==> config.mk <==
export PLATFORM = sky130hd
export DESIGN_NAME = mdu_unit
export DESIGN_NICKNAME = d
export VERILOG_FILES = /design/src/rtl/mdu_unit.sv
export SDC_FILE = /design/constraint.sdc
export NUM_CORES = 2
export LEC_CHECK = 0
export CORE_MARGIN = 1.5
export CORE_UTILIZATION = 60
export CTS_CLUSTER_DIAMETER = 50
export DETAILED_ROUTE_END_ITERATION = 10
export PLACE_DENSITY_LB_ADDON = 0.25
export SYNTH_ARGS = -nofsm -noshare
export SYNTH_HDL_FRONTEND = slang
export SYNTH_SLANG_ARGS = --single-unit
==> constraint.sdc <==
create_clock -name clk -period 11.6 [get_ports clk]
set_clock_uncertainty 0.1 [all_clocks]
set_input_delay 1.74 -clock clk [delete_from_list [all_inputs] [get_ports clk]]
set_output_delay 1.74 -clock clk [all_outputs]
set_load 0.01 [all_outputs]
==> src/rtl/mdu_unit.sv <==
// -----------------------------------------------------------------------------
// mdu_unit
//
// Purpose:
//   Execute-stage RV32M multiply/divide unit. Accepts one op from the MDU
//   reservation station when idle, computes MUL/MULH/MULHSU/MULHU/DIV/DIVU/
//   REM/REMU and holds the result on mdu_result until the CDB arbiter grants
//   it. Single entry, not pipelined: a new op is taken only in IDLE.
//
//   Multiply: one (XLEN+1)x(XLEN+1) signed product, registered through
//   MUL_STAGES stages before landing in the result register.
//   Divide:   radix-2 restoring on operand magnitudes, one quotient bit per
//   cycle, sign fix-up applied when the result is registered.
//   Divide-by-zero and signed overflow are resolved in the accept cycle.
//
// Ports:
//   clk         in   clock
//   rst         in   synchronous active-high reset
//   flush       in   kills the in-flight op and any held result
//   mdu_packet  in   issued op (valid, rs1, rs2, dest tag, funct3)
//   mdu_rdy     out  unit can accept an op this cycle (IDLE only)
//   mdu_result  out  held writeback packet (valid, dest tag, data)
//   cdb_grant   in   CDB arbiter takes mdu_result this cycle
// -----------------------------------------------------------------------------
package mdu_pkg;

    localparam int MDU_XLEN  = 32;
    localparam int MDU_TAG_W = 6;

    typedef struct packed {
        logic                 valid;
        logic [MDU_TAG_W-1:0] tag;
        logic [2:0]           funct3;
        logic [MDU_XLEN-1:0]  rs1;
        logic [MDU_XLEN-1:0]  rs2;
    } instruction_t;

    typedef struct packed {
        logic                 valid;
        logic [MDU_TAG_W-1:0] tag;
        logic [MDU_XLEN-1:0]  data;
    } writeback_packet_t;

endpackage

module mdu_unit #(
    parameter int XLEN       = mdu_pkg::MDU_XLEN,
    parameter int MUL_STAGES = 1
) (
    input  logic                       clk,
    input  logic                       rst,
    input  logic                       flush,
    input  mdu_pkg::instruction_t      mdu_packet,
    output logic                       mdu_rdy,
    output mdu_pkg::writeback_packet_t mdu_result,
    input  logic                       cdb_grant
);

    localparam int TAG_W = mdu_pkg::MDU_TAG_W;
    localparam int CNT_W = (XLEN > 1) ? $clog2(XLEN) : 1;
    localparam logic [XLEN-1:0] MIN_NEG = {1'b1, {(XLEN-1){1'b0}}};

    typedef enum logic [1:0] {
        S_IDLE,
        S_MUL,
        S_DIV,
        S_DONE
    } state_t;

    // Two's-complement negate when requested (used for magnitudes and the
    // final quotient/remainder sign fix-up).
    function automatic logic [XLEN-1:0] cond_neg(input logic [XLEN-1:0] v,
                                                 input logic            neg);
        return neg ? (-v) : v;
    endfunction

    // -------------------------------------------------------------------------
    // State
    // -------------------------------------------------------------------------
    state_t           state_q;
    logic             rdy_q;
    logic [CNT_W-1:0] cnt_q;
    logic [1:0]       f3_q;          // funct3[1:0]; funct3[2] only steers the FSM
    logic [TAG_W-1:0] tag_q;
    logic [XLEN-1:0]  a_q;
    logic [XLEN-1:0]  b_q;
    logic [XLEN-1:0]  div_rem_q;
    logic [XLEN-1:0]  div_quo_q;     // holds the dividend magnitude, shifted out MSB first
    logic [XLEN-1:0]  div_dvs_q;
    logic             neg_quo_q;
    logic             neg_rem_q;
    logic             res_valid_q;
    logic [TAG_W-1:0] res_tag_q;
    logic [XLEN-1:0]  res_data_q;

    // -------------------------------------------------------------------------
    // Accept-cycle decode and special-case resolution
    // -------------------------------------------------------------------------
    logic [XLEN-1:0] in_a;
    logic [XLEN-1:0] in_b;
    logic [2:0]      in_f3;
    logic            in_signed;
    logic            in_a_neg;
    logic            in_b_neg;
    logic            in_div_zero;
    logic            in_div_ovf;
    logic            in_special;
    logic [XLEN-1:0] in_special_res;

    always_comb begin
        in_a        = mdu_packet.rs1;
        in_b        = mdu_packet.rs2;
        in_f3       = mdu_packet.funct3;
        // For divides funct3[0]=1 selects the unsigned flavour.
        in_signed   = ~in_f3[0];
        in_a_neg    = in_signed & in_a[XLEN-1];
        in_b_neg    = in_signed & in_b[XLEN-1];
        in_div_zero = (in_b == '0);
        in_div_ovf  = in_signed && (in_a == MIN_NEG) && (in_b == '1);
        in_special  = in_div_zero | in_div_ovf;
        if (in_f3[1]) begin
            in_special_res = in_div_zero ? in_a : '0;
        end else begin
            in_special_res = in_div_zero ? '1 : in_a;
        end
    end

    // -------------------------------------------------------------------------
    // Multiplier: rs1 is signed for MULH/MULHSU, rs2 only for MULH. The low
    // half is extension-independent, so MUL shares the same product.
    // -------------------------------------------------------------------------
    logic signed [XLEN:0]     mul_a_ext;
    logic signed [XLEN:0]     mul_b_ext;
    logic signed [2*XLEN-1:0] mul_prod;
    logic [2*XLEN-1:0]        mul_tap;
    logic [XLEN-1:0]          mul_res;

    always_comb begin
        mul_a_ext = {(f3_q != 2'b11) & a_q[XLEN-1], a_q};
        mul_b_ext = {(f3_q == 2'b01) & b_q[XLEN-1], b_q};
        // Bits above 2*XLEN never matter for either half, so truncate early.
        mul_prod  = (2*XLEN)'(mul_a_ext) * (2*XLEN)'(mul_b_ext);
    end

    // Extra stages run freely: operands stay put for the whole MUL state,
    // so the tap is correct once the counter expires.
    if (MUL_STAGES > 1) begin : g_mul_pipe
        logic [2*XLEN-1:0] pipe_q [MUL_STAGES-1];
        always_ff @(posedge clk) begin
            pipe_q[0] <= mul_prod;
            for (int i = 1; i < MUL_STAGES - 1; i++) begin
                pipe_q[i] <= pipe_q[i-1];
            end
        end
        assign mul_tap = pipe_q[MUL_STAGES-2];
    end else begin : g_mul_direct
        assign mul_tap = mul_prod;
    end

    assign mul_res = (f3_q == 2'b00) ? mul_tap[XLEN-1:0] : mul_tap[2*XLEN-1:XLEN];

    // -------------------------------------------------------------------------
    // Restoring divide step: shift the next dividend bit into the partial
    // remainder and subtract the divisor if it fits. The partial remainder is
    // always below the divisor, so XLEN+1 bits cover the trial value.
    // -------------------------------------------------------------------------
    logic [XLEN:0]   div_trial;
    logic [XLEN:0]   div_sub;
    logic            div_bit;
    logic [XLEN-1:0] div_rem_d;
    logic [XLEN-1:0] div_quo_d;
    logic [XLEN-1:0] div_res;

    always_comb begin
        div_trial = {div_rem_q, div_quo_q[XLEN-1]};
        div_sub   = div_trial - {1'b0, div_dvs_q};
        div_bit   = ~div_sub[XLEN];
        div_rem_d = div_bit ? div_sub[XLEN-1:0] : div_trial[XLEN-1:0];
        div_quo_d = {div_quo_q[XLEN-2:0], div_bit};
        div_res   = f3_q[1] ? cond_neg(div_rem_d, neg_rem_q)
                            : cond_neg(div_quo_d, neg_quo_q);
    end

    // -------------------------------------------------------------------------
    // Control FSM with registered outputs
    // -------------------------------------------------------------------------
    always_ff @(posedge clk) begin
        if (rst) begin
            state_q     <= S_IDLE;
            rdy_q       <= 1'b1;
            cnt_q       <= '0;
            res_valid_q <= 1'b0;
            res_tag_q   <= '0;
            res_data_q  <= '0;
        end else if (flush) begin
            // Beats both a simultaneous accept and a simultaneous grant.
            state_q     <= S_IDLE;
            rdy_q       <= 1'b1;
            res_valid_q <= 1'b0;
        end else begin
            case (state_q)
                S_IDLE: begin
                    if (mdu_packet.valid) begin
                        rdy_q     <= 1'b0;
                        f3_q      <= in_f3[1:0];
                        tag_q     <= mdu_packet.tag;
                        a_q       <= in_a;
                        b_q       <= in_b;
                        div_rem_q <= '0;
                        div_quo_q <= cond_neg(in_a, in_a_neg);
                        div_dvs_q <= cond_neg(in_b, in_b_neg);
                        neg_quo_q <= in_a_neg ^ in_b_neg;
                        neg_rem_q <= in_a_neg;
                        if (!in_f3[2]) begin
                            state_q <= S_MUL;
                            cnt_q   <= CNT_W'(MUL_STAGES - 1);
                        end else if (in_special) begin
                            state_q     <= S_DONE;
                            res_valid_q <= 1'b1;
                            res_tag_q   <= mdu_packet.tag;
                            res_data_q  <= in_special_res;
                        end else begin
                            state_q <= S_DIV;
                            cnt_q   <= CNT_W'(XLEN - 1);
                        end
                    end
                end
                S_MUL: begin
                    if (cnt_q == '0) begin
                        state_q     <= S_DONE;
                        res_valid_q <= 1'b1;
                        res_tag_q   <= tag_q;
                        res_data_q  <= mul_res;
                    end else begin
                        cnt_q <= cnt_q - 1'b1;
                    end
                end
                S_DIV: begin
                    div_rem_q <= div_rem_d;
                    div_quo_q <= div_quo_d;
                    if (cnt_q == '0) begin
                        state_q     <= S_DONE;
                        res_valid_q <= 1'b1;
                        res_tag_q   <= tag_q;
                        res_data_q  <= div_res;
                    end else begin
                        cnt_q <= cnt_q - 1'b1;
                    end
                end
                S_DONE: begin
                    if (cdb_grant) begin
                        state_q     <= S_IDLE;
                        rdy_q       <= 1'b1;
                        res_valid_q <= 1'b0;
                    end
                end
                default: begin
                    state_q     <= S_IDLE;
                    rdy_q       <= 1'b1;
                    res_valid_q <= 1'b0;
                end
            endcase
        end
    end

    assign mdu_rdy = rdy_q;

    always_comb begin
        mdu_result       = '0;
        mdu_result.valid = res_valid_q;
        mdu_result.tag   = res_tag_q;
        mdu_result.data  = res_data_q;
    end

endmodule

==> impl_metrics.csv <==
group,metric,value,unit
flow_run,drv_cap,0,
die,die_h,298.3,um
global_route,antenna_found_initial,9,
worst_setup_path,worstSetupPathType,"flop to flop",
routing,drtAntennaViolNets,0,
sta,tns,0,ps
die,rows,108,
global_route,grt_first_pass_wirelength,244.7,mm
routing,wl,153.3,mm
die,die_x,298.3,um
routing,drc,0,
synth,async_reset_ff_frac,0,
synth,synth_area_per_cell,9.060,sq um
global_route,grt_pass1_vias,43057,
finish,fillers,7259,
min_path,holdCritPathClass,"flop to flop",
clock_network,cts_tree,"built",
routing,viasPerCell,5.873,
global_route,grt_util_all_layers,0.3568,
sta,rsz0062_at_grt,"false",
outcome,status,"completed",
routing,met1_length,60.84,mm
synth,synth_edf_count,169,
worst_setup_path,worstSetupStartpointType,"flop",
finish,final_nets,7171,
clock_network,h-tree-depth,1,
clock_network,numCtsBuffers,28,
sta,tightest_slew,1240,ps
sta,slew_viol_final,0,
synth,synth_flop_cell,"edfxtp_1",
routing,dr_wl_met3,15.86,mm
synth,syn_nets,7234,
worst_setup_path,critPathSlowestCell,"nand2_1",
finish,drive_above_1_share,0.03489,
synth,synth_cell_type_count,102,
worst_setup_path,path_common_cell,"fa_1",
global_route,grt_start_max_net_pins,80,
placed_design,dp.cells,6836,
synth,yosys_warnings,0,
worst_setup_path,path_max_fanout,20,
sta,fmax,0.1008,GHz
synth,syn_inst,5774,
clock_network,cts_hold_buf,0,
die,ios,118,
routing,top_layer_used,"met5",
sta,fin_crit_sh,0.8553,
clock_network,post_cts_resized,0,
routing,vias,40475,
die,start_util,0.6040,
die,die-area,0.08897,sq mm
sta,finalSetupViolCount,0,
die,core-area,0.08662,sq mm
clock_network,clockBufferDepth,3,
routing,routed-wl-met2,69.74,mm
synth,yosysSeqAreaShare,0.1150,
sta,hold_viol_final,0,
placed_design,gp_congestion,1.036,
placed_design,post_dp_cell_area,0.05439,sq mm
clock_network,clock_latency,560,ps
clock_network,path_clk_slew,70,ps
routing,wl_per_cell,22.24,um
placed_design,dp_hpwl,122.1,mm
worst_setup_path,crit_required,11970,ps
global_route,grt_remaining_overflow,0,
routing,drtIter0Drc,3538,
finish,final_cells,6892,
finish,design_area,0.05539,sq mm
synth,synth-seq-cells,216,
finish,syn_to_final_growth,5.884,%
worst_setup_path,critical_path.max_stage_delay,650,ps
sta,period_minus_slack,9921,ps
worst_setup_path,worst_ep_arrival_time,10290,ps
finish,multi_input_area,0.04037,sq mm
finish,seq_area,0.006016,sq mm
worst_setup_path,cp-end-kind,"flop",
placed_design,portBuffers,117,
clock_network,cts_root_buffer,"clkbuf_16",
clock_network,cts_setup_buffers,0,
synth,syn_area,0.05231,sq mm
routing,firstDrtPassIters,7,
clock_network,cts.sinks,216,
sta,relSlewSlack,0.1732,
## registers in the layout, indices dropped and copies added, names as in the netlist, 5 cells and up
register,cells
a_q,32
b_q,32
cnt_q,5
div_dvs_q,31
div_quo_q,32
div_rem_q,32
res_data_q,32
res_tag_q,6
tag_q,6
## logic make-up after synthesis
kind of cell | after synthesis | share of synthesized area
simple gates | 1725 | 0.1536
xor+xnor | 206 | 0.03449
compound gates | 621 | 0.07809
mux | 41 | 0.007988
flops | 216 | 0.1150
buf+inv | 1557 | 0.1137
fa+ha+maj | 1408 | 0.4971
## worst paths after layout
path | startpoint | endpoint | slack (ps) | cells past startpoint
max reg2reg | f3_q[0]$_DFFE_PP_ | res_data_q[23]$_SDFFE_PP0P_ | 1680 | 28
max | f3_q[0]$_DFFE_PP_ | res_data_q[23]$_SDFFE_PP0P_ | 1680 | 28
min | res_data_q[16]$_SDFFE_PP0P_ | res_data_q[16]$_SDFFE_PP0P_ | 410 | 2
min reg2reg | res_data_q[16]$_SDFFE_PP0P_ | res_data_q[16]$_SDFFE_PP0P_ | 410 | 2
## metrics by stage
step / utilization / hold slack [ps] / worst slack (ps)
detailed placement: 0.6279 / 363.5 / 1743
global placement: 0.6279 / 358.7 / 2005
floorplan: - / 364.6 / 3063
global route: 0.6395 / 412.3 / 1013
CTS: 0.6394 / 403.6 / 1780
finish: 0.6395 / 407.9 / 1679
## layout make-up
type,instances,share of cell area
sequential,216,0.1086
timing repair buffer,202,0.03289
multi-input combinational,4001,0.7288
inverter,1262,0.08552
clock inverter,22,0.004721
clock buffer,30,0.01317
tap,1155,0.02609
antenna,4,0.0001807
## Yosys cell counts, types with 30 or more instances
| cell | number | share of area |
|---|---|---|
| inv_1 | 1260 | 0.090 |
| fa_1 | 1126 | 0.43 |
| nand2_1 | 934 | 0.067 |
| and2_1 | 295 | 0.035 |
| clkbuf_1 | 269 | 0.019 |
| ha_1 | 256 | 0.061 |
| o21ai_0 | 177 | 0.017 |
| edfxtp_1 | 169 | 0.097 |
| nor2_1 | 158 | 0.011 |
| a21oi_1 | 135 | 0.013 |
| xnor2_1 | 122 | 0.020 |
| xor2_1 | 84 | 0.014 |
| nor3_1 | 74 | 0.0071 |
| a21o_1 | 52 | 0.0075 |
| dfxtp_1 | 47 | 0.018 |
| mux2i_1 | 38 | 0.0073 |
| nand3_1 | 37 | 0.0035 |
| nor2b_1 | 32 | 0.0038 |
| o31ai_1 | 30 | 0.0043 |
## critical path, delay by kind of cell (launching register included)
kind | cells | cell delay (ps)
DFF | 1 | 440
buffers and inverters | 6 | 880
and+or+nand+nor | 8 | 2510
xor gates and xnor gates | 1 | 320
AOI/OAI and AO/OA | 4 | 1020
adders and majority gates | 9 | 4540
## per-layer routing
| layer | track usage | vias up |
|---|---|---|
| met2 | 0.5566 | 2043 |
| met4 | 0.1407 | 2 |
| met1 | 0.4965 | 20576 |
| li1 | - | 17479 |
| met5 | 0 | - |
| met3 | 0.06680 | 375 |
## layout by cell type (no fill, tap or decap), types with 6 or more instances in the layout
master | netlist | layout
a211oi_1 | 29 | 29
a21o_1 | 52 | 52
a21oi_1 | 135 | 134
a221oi_1 | 15 | 15
a31oi_1 | 26 | 26
and2_1 | 295 | 295
and3_1 | 29 | 29
buf_4 | 2 | 84
clkbuf_16 | 0 | 29
clkdlybuf4s50_1 | 0 | 117
dfxtp_1 | 47 | 47
edfxtp_1 | 169 | 169
fa_1 | 1126 | 1126
ha_1 | 256 | 254
inv_1 | 1260 | 1260
maj3_1 | 26 | 26
mux2i_1 | 38 | 38
nand2_1 | 934 | 934
nand2b_1 | 24 | 24
nand3_1 | 37 | 37
nand3b_1 | 6 | 6
nand4_1 | 21 | 21
nor2_1 | 158 | 157
nor2b_1 | 32 | 32
nor3_1 | 74 | 74
nor4_1 | 23 | 23
o211ai_1 | 29 | 29
o21a_1 | 16 | 16
o21ai_0 | 177 | 177
o21bai_1 | 12 | 12
o221ai_1 | 10 | 10
o31a_1 | 7 | 7
o31ai_1 | 30 | 30
o41ai_1 | 11 | 11
or2_2 | 20 | 20
or3_1 | 26 | 26
or4_1 | 16 | 16
xnor2_1 | 122 | 122
xor2_1 | 84 | 84
Power is not shown: default switching activity piles up to over one toggle a cycle in this logic, so the estimate is an artifact.
